[src/rtl/ghr_ckpt.sv]
// Global-history checkpoint FIFO: snapshots history per predicted branch, restores it on mispredict.
// Latency: push/pop take effect at the next edge; restore strobe and corrected history appear one cycle after the resolving pop.
// Backpressure: pred_ready drops when full (unless a pop frees a slot) and for the single RECOVER cycle.
module ghr_ckpt #(
   parameter int HIST_W = 14,
   parameter int DEPTH  = 8    // power of two, >= 2
) (
   input  logic                     clk,
   input  logic                     reset,
   input  logic                     pred_valid,
   input  logic [HIST_W-1:0]        pred_hist,
   input  logic                     pred_taken,
   output logic                     pred_ready,
   input  logic                     res_valid,
   input  logic                     res_taken,
   output logic                     rec_en,
   output logic [HIST_W-1:0]        rec_data,
   output logic                     mispred,
   output logic [$clog2(DEPTH):0]   count,
   output logic                     empty,
   output logic                     err
);

   localparam int            AW     = $clog2(DEPTH);
   localparam logic [AW:0]   FULL_C = (AW+1)'(DEPTH);

   typedef enum logic {RUN, RECOVER} state_t;

   state_t              state_q;
   logic [AW-1:0]       wr_ptr_q, wr_ptr_d;
   logic [AW-1:0]       rd_ptr_q, rd_ptr_d;
   logic [AW:0]         count_q, count_d;
   logic                rec_en_q, mispred_q, err_q;
   logic [HIST_W-1:0]   rec_data_q;

   logic [HIST_W-1:0]   hist_mem  [DEPTH];
   logic                taken_mem [DEPTH];

   logic in_run, is_empty, not_full;
   logic pop_elig, mis_pop, push;
   logic underflow, overflow, res_in_recover;

   // Handshake decode: a pop is only considered in RUN with something queued;
   // a mispredicting pop flushes everything, including a same-cycle push.
   assign in_run         = (state_q == RUN);
   assign is_empty       = (count_q == '0);
   assign not_full       = (count_q != FULL_C);
   assign pop_elig       = res_valid && !is_empty && in_run;
   assign mis_pop        = pop_elig && (taken_mem[rd_ptr_q] != res_taken);
   assign pred_ready     = in_run && (not_full || pop_elig);
   assign push           = pred_valid && pred_ready && !mis_pop;
   assign underflow      = res_valid && is_empty && in_run;
   assign overflow       = pred_valid && !not_full && !pop_elig;
   assign res_in_recover = res_valid && !in_run;

   // Next pointers and occupancy; flush makes read catch up with write.
   always_comb begin
      wr_ptr_d = wr_ptr_q;
      rd_ptr_d = rd_ptr_q;
      count_d  = count_q;
      if (mis_pop) begin
         rd_ptr_d = wr_ptr_q;
         count_d  = '0;
      end else begin
         if (push)     wr_ptr_d = wr_ptr_q + AW'(1);
         if (pop_elig) rd_ptr_d = rd_ptr_q + AW'(1);
         case ({push, pop_elig})
            2'b10:   count_d = count_q + (AW+1)'(1);
            2'b01:   count_d = count_q - (AW+1)'(1);
            default: count_d = count_q;
         endcase
      end
   end

   // Control FSM with registered restore outputs, pointers and sticky error.
   always_ff @(posedge clk) begin
      if (reset) begin
         state_q    <= RUN;
         wr_ptr_q   <= '0;
         rd_ptr_q   <= '0;
         count_q    <= '0;
         rec_en_q   <= 1'b0;
         mispred_q  <= 1'b0;
         err_q      <= 1'b0;
         rec_data_q <= '0;
      end else begin
         wr_ptr_q  <= wr_ptr_d;
         rd_ptr_q  <= rd_ptr_d;
         count_q   <= count_d;
         rec_en_q  <= mis_pop;
         mispred_q <= mis_pop;
         // Corrected history: checkpoint shifted left by one with the real outcome.
         if (mis_pop)
            rec_data_q <= HIST_W'({hist_mem[rd_ptr_q], res_taken});
         if (underflow || overflow || res_in_recover)
            err_q <= 1'b1;
         case (state_q)
            RUN:     if (mis_pop) state_q <= RECOVER;
            RECOVER: state_q <= RUN;
            default: state_q <= RUN;
         endcase
      end
   end

   // Checkpoint storage; contents need no reset since pointers gate validity.
   always_ff @(posedge clk) begin
      if (push) begin
         hist_mem[wr_ptr_q]  <= pred_hist;
         taken_mem[wr_ptr_q] <= pred_taken;
      end
   end

   assign rec_en   = rec_en_q;
   assign mispred  = mispred_q;
   assign rec_data = rec_data_q;
   assign count    = count_q;
   assign empty    = is_empty;
   assign err      = err_q;

endmodule

[config.mk]
export PLATFORM = sky130hd
export DESIGN_NAME = ghr_ckpt
export DESIGN_NICKNAME = d
export VERILOG_FILES = /design/src/rtl/ghr_ckpt.sv
export SDC_FILE = /design/constraint.sdc
export NUM_CORES = 1
export LEC_CHECK = 0
export CAP_MARGIN = 5
export CORE_MARGIN = 8
export CORE_UTILIZATION = 40
export CTS_CLUSTER_DIAMETER = 30
export CTS_CLUSTER_SIZE = 8
export DETAILED_ROUTE_END_ITERATION = 8
export PLACE_DENSITY_LB_ADDON = 0.05
export SLEW_MARGIN = 20
export SYNTH_ARGS = -nofsm -noshare
export SYNTH_HDL_FRONTEND = slang
export SYNTH_SLANG_ARGS = --single-unit
[constraint.sdc]
create_clock -name clk -period 5.1 [get_ports clk]
set_input_delay 0.765 -clock clk [delete_from_list [all_inputs] [get_ports clk]]
set_output_delay 0.765 -clock clk [all_outputs]
set_load 0.03 [all_outputs]
# [Yosys cells after proc, flatten, opt, wreduce, memory -nomap -nowiden]
# Memories as Yosys holds them, arrays and structs flattened. A register that Yosys moved wholly into a read port is not among the register bits.
# Cells that the tools add are included.
# W data, S select, Z words.
[op_classes] shifts=0 order_cmp=0 bitwise_logic=2 n_mul=0 n_addsub=4 reduce_logical=23 eq_ne=4 div=0 n_mux=9
[ops] cell="$mux W3" n=4
[ops] cell="$logic_and A1 B1 Y1" n=11
[ops] cell="$pmux W4 S2" n=1
[ops] cell="$add A3 B1 Y3 const B" n=2
[ops] cell="$add A4 B1 Y4 const B" n=1
[ops] cell="$logic_not A1 Y1" n=4
[ops] cell="$logic_not A4 Y1" n=1
[ops] cell="$ne A4 B4 Y1 const B" n=1
[ops] cell="$reduce_bool A2 Y1" n=2
[ops] cell="$sub A4 B1 Y4 const B" n=1
[ops] cell="$logic_or A1 B1 Y1" n=3
[ops] cell="$mux W1" n=3
[ops] cell="$eq A2 B1 Y1 const B" n=1
[ops] cell="$eq A2 B2 Y1 const B" n=1
[ops] cell="$not A1 Y1" n=2
[ops] cell="$pmux W1 S2" n=1
[ops] cell="$reduce_and A2 Y1" n=1
[ops] cell="$reduce_or A2 Y1" n=1
[ops] cell="$ne A1 B1 Y1" n=1
[word_totals] latchBits=0 register_bits=27 ramBits=120 input_bits=20 mem_bits_ro=0 n_memories=2
[memory_table] name="hist_mem" words=8 word_bits=14 rd=1 rd_ports_with_merged_regs=1 write_ports=1 line="36" rtl="logic [HIST_W-1:0] hist_mem [DEPTH];"
[memory_table] name="taken_mem" words=8 word_bits=1 rd=1 rd_ports_with_merged_regs=1 write_ports=1 line="37" rtl="logic taken_mem [DEPTH];"

# [Longest topological paths before layout]
[logic_depth] depth_word=10 mapped_depth=15

# [Least setup slack after synthesis]
# Ideal clock, no wire load.
[synth_timing] path_type="in2reg" startpoint="input res_valid" endpoint="memory hist_mem[0][0] (enable)" setup_slack_ps=1362 cell_stages=6 n_path_buf=0 t_arrival_ps=3317 setup_time_ps=421 required_ps=4679 cell_sequence="inv_1 a31oi_1 nand2_1 nor2_2 inv_1 nor4_1"
[synth_between] elab_chain_len=8 word_cells_on_any_way=10 classes_between="mux (2); reduce/logical (8)"
[synth_rtl] item="start, declared" line="14" rtl="input logic res_valid,"
[synth_rtl] item="$logic_and A1 B1 Y1 (2 in a row)" line="48" rtl="assign pop_elig = res_valid && !is_empty && in_run;"
[synth_rtl] item="$logic_or A1 B1 Y1" line="50" rtl="assign pred_ready = in_run && (not_full || pop_elig);"
[synth_rtl] item="$logic_and A1 B1 Y1" line="50"
[synth_rtl] item="via pred_ready" line="13" rtl="output logic pred_ready,"
[synth_rtl] item="$logic_and A1 B1 Y1 (2 in a row)" line="51" rtl="assign push = pred_valid && pred_ready && !mis_pop;"
[synth_rtl] item="$mux W1" line="107" rtl="if (push) begin"
[synth_rtl] item="$mux W1 (not written as such)" line="108" rtl="hist_mem[wr_ptr_q] <= pred_hist;"
[synth_rtl] item="end, declared" line="36"
# The timed path passes the listed nets, and every way through them passes these cells.

==> summary.txt <==
Length of the first detailed-routing pass in iterations: 4
Standard-cell row count: 43
Average instance area after synthesis: 17.9 µm²
Area of the die: 0.0180 mm²
Share of the synthesized area in the top cell type: 0.601
Final worst hold slack: 0.468 ns
Final number of max-transition violations: 0
Cell type group with the largest total delay on the critical path: multiplexers
Highest-utilization routing layer at the global route stage: met2
Clk buf depth: 2
Comb pwr share: 0.273
Residual DRC count: 0
First-pass GRT wire length: 17300 µm
Static power due to leakage: 2.17 nW
Placeable Area: 0.0138 mm²
Reg power frac: 0.417
Share of flip-flops with an asynchronous set or reset: 0
Count of yosys warnings during synthesis: 0
Clock network fraction of total power: 0.310
Library cell occupying the most area in the post-synthesis netlist: edfxtp_1
ANT nets after route: 0
Share of layout cells above drive strength 1: 0.251
Number of buffers inserted by port buffering: 41
Gate count of the mapped netlist: 312
Via count of the first global-routing pass: 3029
Maximum number of pins on one net before global-route repair: 38
Cell Area, Synth: 0.00559 mm²
Horizontal die dimension: 134 µm
Average wire length per cell after detail routing: 19.8 µm
Number of DRC markers after the initial detailed-route iteration: 154
Count of instances resized after the clock tree is built: 0
Count of cells along the worst register-to-register path: 7
Setup fix buffers added after clock tree synthesis: 0
Routability congestion estimate: 0.721
Cell depth of the worst setup path: 7
Proportion of synthesized chip area in sequential cells: 0.709
Wirelength, routed: 11000 µm
Slack of the worst reg-to-reg path: 1.68 ns
HPWL after DPL: 6470 µm
Antenna diode count: 0
Clock tree from TritonCTS: yes
Number of distinct library cells after synthesis: 39
I/O pins: 43
Starting density of the core: 0.406
CP Cell Sequence: mux2_2 > mux4_2 > mux2i_4 > nor2_2 > inv_1 > nor3_2 > buf_4
Highest Clock Rate: 292 MHz
Clock Tree Root: clkbuf_16
Max-slew headroom: 0.316
Worst setup path endpoint: hist_mem[7][11]
Met2 usage in global routing: 0.218
Cell count after placement: 523
Clock tree skew after final layout: 0.00541 ns
Total buffers and inverters traversed by the critical path: 2
Status: completed
Highest net fanout along the worst path: 8
Fraction of met1 tracks used by global routing: 0.154
Total gr overflow: 0
Synthesized flop and latch total: 142
Met3 GRT Util: 0.0381
Vias after detailed routing: 2859
Most instantiated flip-flop cell in the synthesis netlist: edfxtp_1
Clock period minus worst slack: 3.42 ns
GRT Overall Usage: 0.132
Power density cells: 569 mW/mm²
Number of H-tree branching levels: 4
Sort of element at the start of the critical path: flip-flop
Post-synthesis net count: 337
Total clock buffers created by CTS: 17
Period utilisation layout: 0.671
Chip height: 134 µm
Hold/Removal Path Class: flip-flop to flip-flop
Via count normalized by instance count: 5.15
Kind of critical path: flip-flop to flip-flop
CP max stage delay: 0.80 ns
Pre-CTS worst setup slack: 1.49 ns
Hold Violations, Final: 0
Setup violations, final: 0
Post-synth EDFFs: 112
Type of destination of the critical path: flip-flop
Switching power: 0.00118 W
Cell Int Power: 0.00270 W
Area growth syn-to-layout: 22.0%
Switching Share: 0.305
Terminus of the critical flop-to-flop path: hist_mem[7][11]
Cell Count, Final, Fillers Out: 555
Unrepaired setup endpoints after global routing: no
Data required time at the worst endpoint: 5.22 ns
CP max stage cell: nor3_2
Worst Max-Slew Pin Slew: 1.02 ns
Total number of clock tree sinks: 142
Worst voltage drop across the vdd grid: 234 µV
Insertion delay of the later-clocked pin in the worst-skew pair: 0.42 ns
Post-CTS Hold Buffers: 0
Number of nets in the layout: 387
Max_cap viols: 0
Worst path arrival time: 3.54 ns
Utilization after layout: 0.495
Aggregate negative setup slack: 0 ns
Main area contributors after synthesis: edfxtp_1 (60%), mux4_2 (11%), dfxtp_1 (11%)
PnR worst setup slack: 1.68 ns
Antenna violations before repair: 0
Clock transition at the registers of the reported paths: 0.06 ns
## worst min-delay path, cell delays in order, from the launching register on
cell	delay, ns
dfxtp_1	0.30
inv_1	0.05
a31oi_1	0.06
## metal layers
metal | vias to the layer above | part of all wire
met2 | 53 | 0.51
met3 | 16 | 0.036
met5 | - | 0
li1 | 1334 | -
met1 | 1456 | 0.44
met4 | 0 | 0.019
## state kept, by name, indices dropped and copies added, names as in the netlist, named ones only
name and count:
mispred 1, rd_ptr_q 3, err 1, taken_mem 8, hist_mem 104, state_q 1, rec_data 14, count 4
wr_ptr_q 3
## synthesized netlist by cell type, types with 2 or more instances
library cell,number
a211oi_2,13
a21oi_1,3
a31oi_1,4
and4_1,2
buf_1,2
buf_2,5
buf_4,2
buf_6,2
clkbuf_1,7
dfxtp_1,30
edfxtp_1,112
ha_1,5
inv_1,7
mux2_1,3
mux2_2,3
mux2i_1,16
mux4_2,27
nand2_1,6
nand2b_1,2
nand3_1,2
nand3b_1,2
nor2_1,23
nor2b_1,5
nor3_1,4
nor3b_1,2
nor4_1,4
o21ai_0,4
xnor2_1,2
xor2_1,3
## logic make-up after synthesis
logic type,count (synthesis),synth area share
AOI/OAI and AO/OA,26,0.0438
xor gates and xnor gates,5,0.00783
adders and majority gates,5,0.0112
buffers and inverters,25,0.0219
DFF,142,0.709
muxes,49,0.149
and+or+nand+nor,60,0.0570
## power groups by stage
stage | registers, W | logic (W) | clock network, W
6_report | 0.00162 | 0.00106 | 0.00120
5_1_grt | 0.00166 | 0.00115 | 0.00128
4_1_cts | 0.00163 | 0.00109 | 0.00124
3_5_place_dp | 0.00165 | 0.00108 | 0
3_3_place_gp | 0.00165 | 0.00108 | 0
2_1_floorplan | 0.00161 | 0.000762 | 0
## worst min-delay path by stage
stage                      from           to  slack (ns)  cells after the start
finish                      err          err        0.47                      2
global route        rec_data[0]  rec_data[0]        0.51                      2
CTS                 rec_data[0]  rec_data[0]        0.47                      2
detailed placement  rec_data[0]  rec_data[0]        0.46                      2
global placement    rec_data[0]  rec_data[0]        0.46                      2
floorplan           wr_ptr_q[1]  wr_ptr_q[1]        0.50                      2
## final cells by class
cell class	count	area, µm²
Sequential cell	142	3970
Fill cell	1200	6950
Inverter	7	26.3
Tap cell	180	225
Multi-Input combinational cell	145	1550
Clock inverter	14	150
Clock buffer	18	429
Timing Repair Buffer	49	470
## stage by stage
| step | power, W | area (µm²) |
|---|---|---|
| 2_1_floorplan | 0.00237 | 5590 |
| 3_3_place_gp | 0.00272 | 6240 |
| 3_5_place_dp | 0.00273 | 6240 |
| 4_1_cts | 0.00396 | 6820 |
| 5_1_grt | 0.00409 | 6820 |
| 6_report | 0.00389 | 6820 |
## layout by cell type, fill, tap and decap left out, types with 6 or more instances in the layout
cell type,instances
nand2_1,6
inv_1,7
buf_4,8
edfxtp_1,112
clkdlybuf4s50_1,41
clkbuf_16,17
mux4_2,27
a211oi_2,13
dfxtp_1,28
nor2_1,23
mux2i_1,15
(Power assumes the default switching activity.)
==> patch 1, RTL diff (same settings) <==
Register the output `count` once more, without a reset; this adds one clock of latency there. The other outputs are not delayed to match.
--- a/src/rtl/ghr_ckpt.sv
+++ b/src/rtl/ghr_ckpt.sv
@@ -115,3 +115,5 @@
    assign rec_data = rec_data_q;
-   assign count    = count_q;
+   always_ff @(posedge clk) begin
+      count <= count_q;
+   end
    assign empty    = is_empty;
Formal check against the unedited RTL: not equivalent (Yosys sat finds a counterexample within 4 cycles, from zero or initial values and one cycle with reset high).
==> patch 1 against the unedited design <==
Die area is 1.3% higher; maximum frequency grew 2.6%; routed wire length increased by 1.4%; cell area is 1.3% higher; sequential cell count is 4 higher; worst setup slack better by 0.087 ns; synthesized area grew 1.4%; cell count up 0.72%; total power rose by 1.2%; highest routed layer unchanged.
==> patch 1: results (changes against the unedited design) <==
Timing
  • Worst Skew: 0.00786 ns (was 0.00541 ns)
  • Tcrit/Tclk final: 65.3% (was 67.1%)
  • Worst-Margin Slew: 1.12 ns (was 1.02 ns)

Synthesis
  • Synth top cells by count: edfxtp_1, dfxtp_1, mux4_2 (unchanged)
  • Post-Syn Instances: 316 (was 312)
  • Syn nets: 341 (was 337)
  • Synth Register Bits: 146 (was 142)
  • Post-synthesis sequential area ratio: 71.3% (was 70.9%)

Cells and area
  • Clk cell area share: 8.35% (was 8.49%)
  • Share of cells above drive strength 1: 25.6% (was 25.1%)
  • Final Util: 49.8% (was 49.5%)
  • Layout fillers: 1176 (was 1200)
  • Multi-input combinational cell area: 1570 um^2 (was 1550 um^2)
  • Num sequential: 146 (was 142)

Detailed routing
  • DR vias/cell: 5.18 (was 5.15)
  • DRT Wirelength: 11.1 mm (was 11.0 mm)
  • Met2 WL: 5.34 mm (was 5.59 mm)
  • Iteration-0 DRC count of the detailed router: 121 (was 154)
  • Met1 wire length: 5.27 mm (was 4.79 mm)
  • Via count: 2895 (was 2859)
  • Met3 WL post-DR: 422 um (was 398 um)

GRT
  • GRT Util Overall: 13.1% (was 13.2%)
  • GRT met3 Usage: 4.64% (was 3.81%)
  • Met2 Usage GRT: 20.1% (was 21.8%)
  • Vias in the first global route: 2956 (was 3029)
  • Grt met1 use: 16.8% (was 15.4%)

Power and ir drop
  • Leak Pwr: 2.21 nW (was 2.17 nW)
  • Power per Cell Area: 569 nW/um^2 (about the same)
  • Worst vdd ir: 0.322 mV (was 0.234 mV)
  • Clk pwr share: 30.5% (was 31.0%)
  • Seq pwr share: 40.8% (was 41.7%)

Placed design
  • Placed insts: 527 (was 523)
  • Dpl ws: 1.57 ns (was 1.49 ns)
  • DPL Wire Length: 6.60 mm (was 6.47 mm)
  • RePlAce Congestion: 0.693 (was 0.721)

Hold path
  • Worst hold start: count_q[3] (was err)
  • Hold Path End: count[3] (was err)
  • Min-Delay Path Depth: 0 (was 2)

Worst setup path
  • CP Data Arrival Time: 3.64 ns (was 3.54 ns)
  • Reg-to-reg endpoint: count_q[2] (was hist_mem[7][11])
  • Max incr delay on CP: 0.53 ns (was 0.80 ns)

Outcome
  • Outcome: finished clean (unchanged)
patch 1: cell count changes after synthesis:
cell / change
dfxtp_1: +4
patch 1: cells by family (layout without fill, tap and decap cells):
logic type | count (synthesis) | after routing | share of synthesized area [%]
AOI/OAI and AO/OA | 26 | 26 | 4.32
xor gates and xnor gates | 5 | 5 | 0.772
adders and majority gates | 5 | 5 | 1.10
buffers and inverters | 25 | 88 | 2.16
DFF | 146 | 146 | 71.3
muxes | 49 | 49 | 14.7
and+or+nand+nor | 60 | 60 | 5.62
patch 1: worst register-to-register path, delay by kind of cell (launching register included):
| family | cells | cell delay [ns] |
|---|---|---|
| muxes | 3 | 1.12 |
| adders and majority gates | 2 | 0.52 |
| xor gates and xnor gates | 3 | 0.46 |
| DFF | 1 | 0.41 |
| and+or+nand+nor | 3 | 0.33 |
| buffers and inverters | 1 | 0.25 |
| AOI/OAI and AO/OA | 1 | 0.14 |
==> patch 2, RTL diff (config.mk and constraints unchanged) <==
Without the edit above. The parameter `DEPTH` goes from 8 to 16.
--- a/src/rtl/ghr_ckpt.sv
+++ b/src/rtl/ghr_ckpt.sv
@@ -5,3 +5,3 @@
    parameter int HIST_W = 14,
-   parameter int DEPTH  = 8    // power of two, >= 2
+   parameter int DEPTH  = 16    // power of two, >= 2
 ) (
Ports: changed (resized count); port bits go from 43 to 44. No check against the original RTL was run, so the function may have changed too.
==> patch 2 against the unedited design <==
Clock skew grew 0.0030 ns; routed wire length grew 110%; critical path depth grew 6; total power grew 91%; sequential cell count grew 116; clock power grew to 3.0 times the old value; combinational power grew 18%; count of clock-buffer cells in the layout grew 47; synthesized area grew 81%; cell area grew 90%; worst setup slack lost 0.45 ns; critical path type unchanged; largest cell class unchanged.
==> patch 2: results (changes against the unedited design) <==
Outcome
  • Outcome: finished clean (unchanged)

Clock tree
  • Clock-pin slew on the worst setup and hold paths: ~0.050 ns
  • Post-CTS resize count: 0 (unchanged)
  • CTS max path bufs: 3 (was 2)
  • Clock root buffer: clkbuf_16 (unchanged)
  • Num CTS Buffers: 56 (was 17)
  • Insertion delay to the later sink of the worst-skew pair: 0.54 ns (was 0.42 ns)
  • # H-tree levels: 2 (was 4)
  • Setup bufs post-CTS: 0 (unchanged)

Synthesis
  • Post-synth EDFFs: 224 (was 112)
  • Area contributors post-synth: edfxtp_1, mux4_2, dfxtp_1, ha_1, mux4_1 (was edfxtp_1, mux4_2, dfxtp_1, a211oi_2, mux2i_1)
  • Syn. warnings: 0 (unchanged)
  • Synth top cells by count: edfxtp_1, mux4_2, dfxtp_1 (was edfxtp_1, dfxtp_1, mux4_2)
  • Syn nets: 552 (was 337)
  • Post-synth ARST share: 0% (unchanged)
  • Yosys cell types: 44 (was 39)
  • Post-synthesis sequential area ratio: 73.1% (was 70.9%)

Worst setup path
  • Max incr delay on CP: 0.60 ns (was 0.80 ns)
  • Crit Path Max Fanout: 7 (was 8)
  • Top cell family by delay on the critical path: multiplexers (unchanged)
  • CP max-delay cell: mux4_1 (was nor3_2)
  • Required @ worst endpoint: 5.55 ns (was 5.22 ns)

Power and ir drop
  • Worst vdd ir: 0.282 mV (was 0.234 mV)
  • Leak Pwr: 4.26 nW (was 2.17 nW)

Placed design
  • RePlAce Congestion: 0.742 (was 0.721)
  • DPL Wire Length: 13.6 mm (was 6.47 mm)
  • Port-buffer cells: 42 (was 41)

Detailed routing
  • Via count: 5363 (was 2859)
  • DR WL/cell: 23.7 um (was 19.8 um)
  • Iteration-0 DRC count of the detailed router: 410 (was 154)
  • Pre-antenna DRT Iters: 4 (unchanged)

Cells and area
  • Number of flip-flops in the largest register: 208 (was 104)
  • Nets: 640 (was 387)
  • Antenna fix cells: 0 (unchanged)
  • Register with the most flip-flops: hist_mem (unchanged)
  • Share of cells above drive strength 1: 28.2% (was 25.1%)

Timing
  • Worst-Margin Slew: 1.20 ns (was 1.02 ns)
  • Worst Skew: 0.00843 ns (was 0.00541 ns)

GRT
  • Global-route wire length before repair: 35.0 mm (was 17.3 mm)
  • Largest net degree at the start of global routing: 57 (was 38)
  • Vias in the first global route: 5561 (was 3029)
  • GRT Util Overall: 15.4% (was 13.2%)
  • Initial antenna violation count: 1 (was 0)

Hold path
  • Hold Crit Class: register to register (unchanged)
## patch 2: power breakdown
| part | internal [W] | leakage (nW) | switching [W] |
|---|---|---|---|
| sequential | 0.00247 | 2.30 | 0.000102 |
| clock | 0.00251 | 0.927 | 0.00109 |
| combinational | 0.000514 | 1.04 | 0.000738 |
## patch 2: logic make-up after synthesis
logic type               synth area share (%)
AND/OR/NAND/NOR                          4.32
AO/OA/AOI/OAI                            3.11
adder cells (fa/ha/maj)                  1.11
flip-flops                               73.1
buffers and inverters                    1.64
XOR/XNOR                                0.519
multiplexers                             16.2
## patch 2: cell type report
cell class              instances  area (um^2)
inverters                       8         30.0
repair buffers                 61          583
flip-flops and latches        258         7410
clock inverters                41          458
fillers                      2044        12100
well taps                     330          413
multi-input cells             226         2570
clock buffers                  65         1480
## patch 2: final timing paths
kind               start          end  slack (ns)  depth (start not counted)
max             register     count[4]        1.23                         13
min          rec_data[0]  rec_data[0]        0.47                          2
max reg2reg     register     count[4]        1.23                         13
min reg2reg  rec_data[0]  rec_data[0]        0.47                          2
## patch 2: metrics by stage
step	cells	total power, W	area [um^2]	worst slack (ns)	hold WS [ns]
after floorplan	523	0.00339	10100	1.34	0.492
after global placement	882	0.00384	11000	1.29	0.452
after detailed placement	882	0.00386	11000	1.24	0.469
after CTS	988	0.00750	12900	1.22	0.476
after global routing	989	0.00770	12900	1.07	0.494
final	989	0.00742	12900	1.23	0.474
## patch 2: worst register-to-register path, stage by stage (launching register included)
cell      delay (ns)
dfxtp_1         0.44
mux4_1          0.60
mux4_2          0.56
xor2_2          0.20
a21oi_2         0.20
inv_1           0.08
ha_1            0.27
xor2_1          0.17
ha_1            0.22
a211o_1         0.27
a21oi_1         0.15
a221oi_1        0.07
or3_1           0.32
a211oi_1        0.22
## patch 2: routing by layer
metal	GRT usage [%]	up-vias	part of all wire (%)
li1	-	2343	-
met1	20.7	2791	46
met2	23.8	166	46
met3	3.71	61	5.3
met4	5.90	2	3.1
met5	0	-	0.034
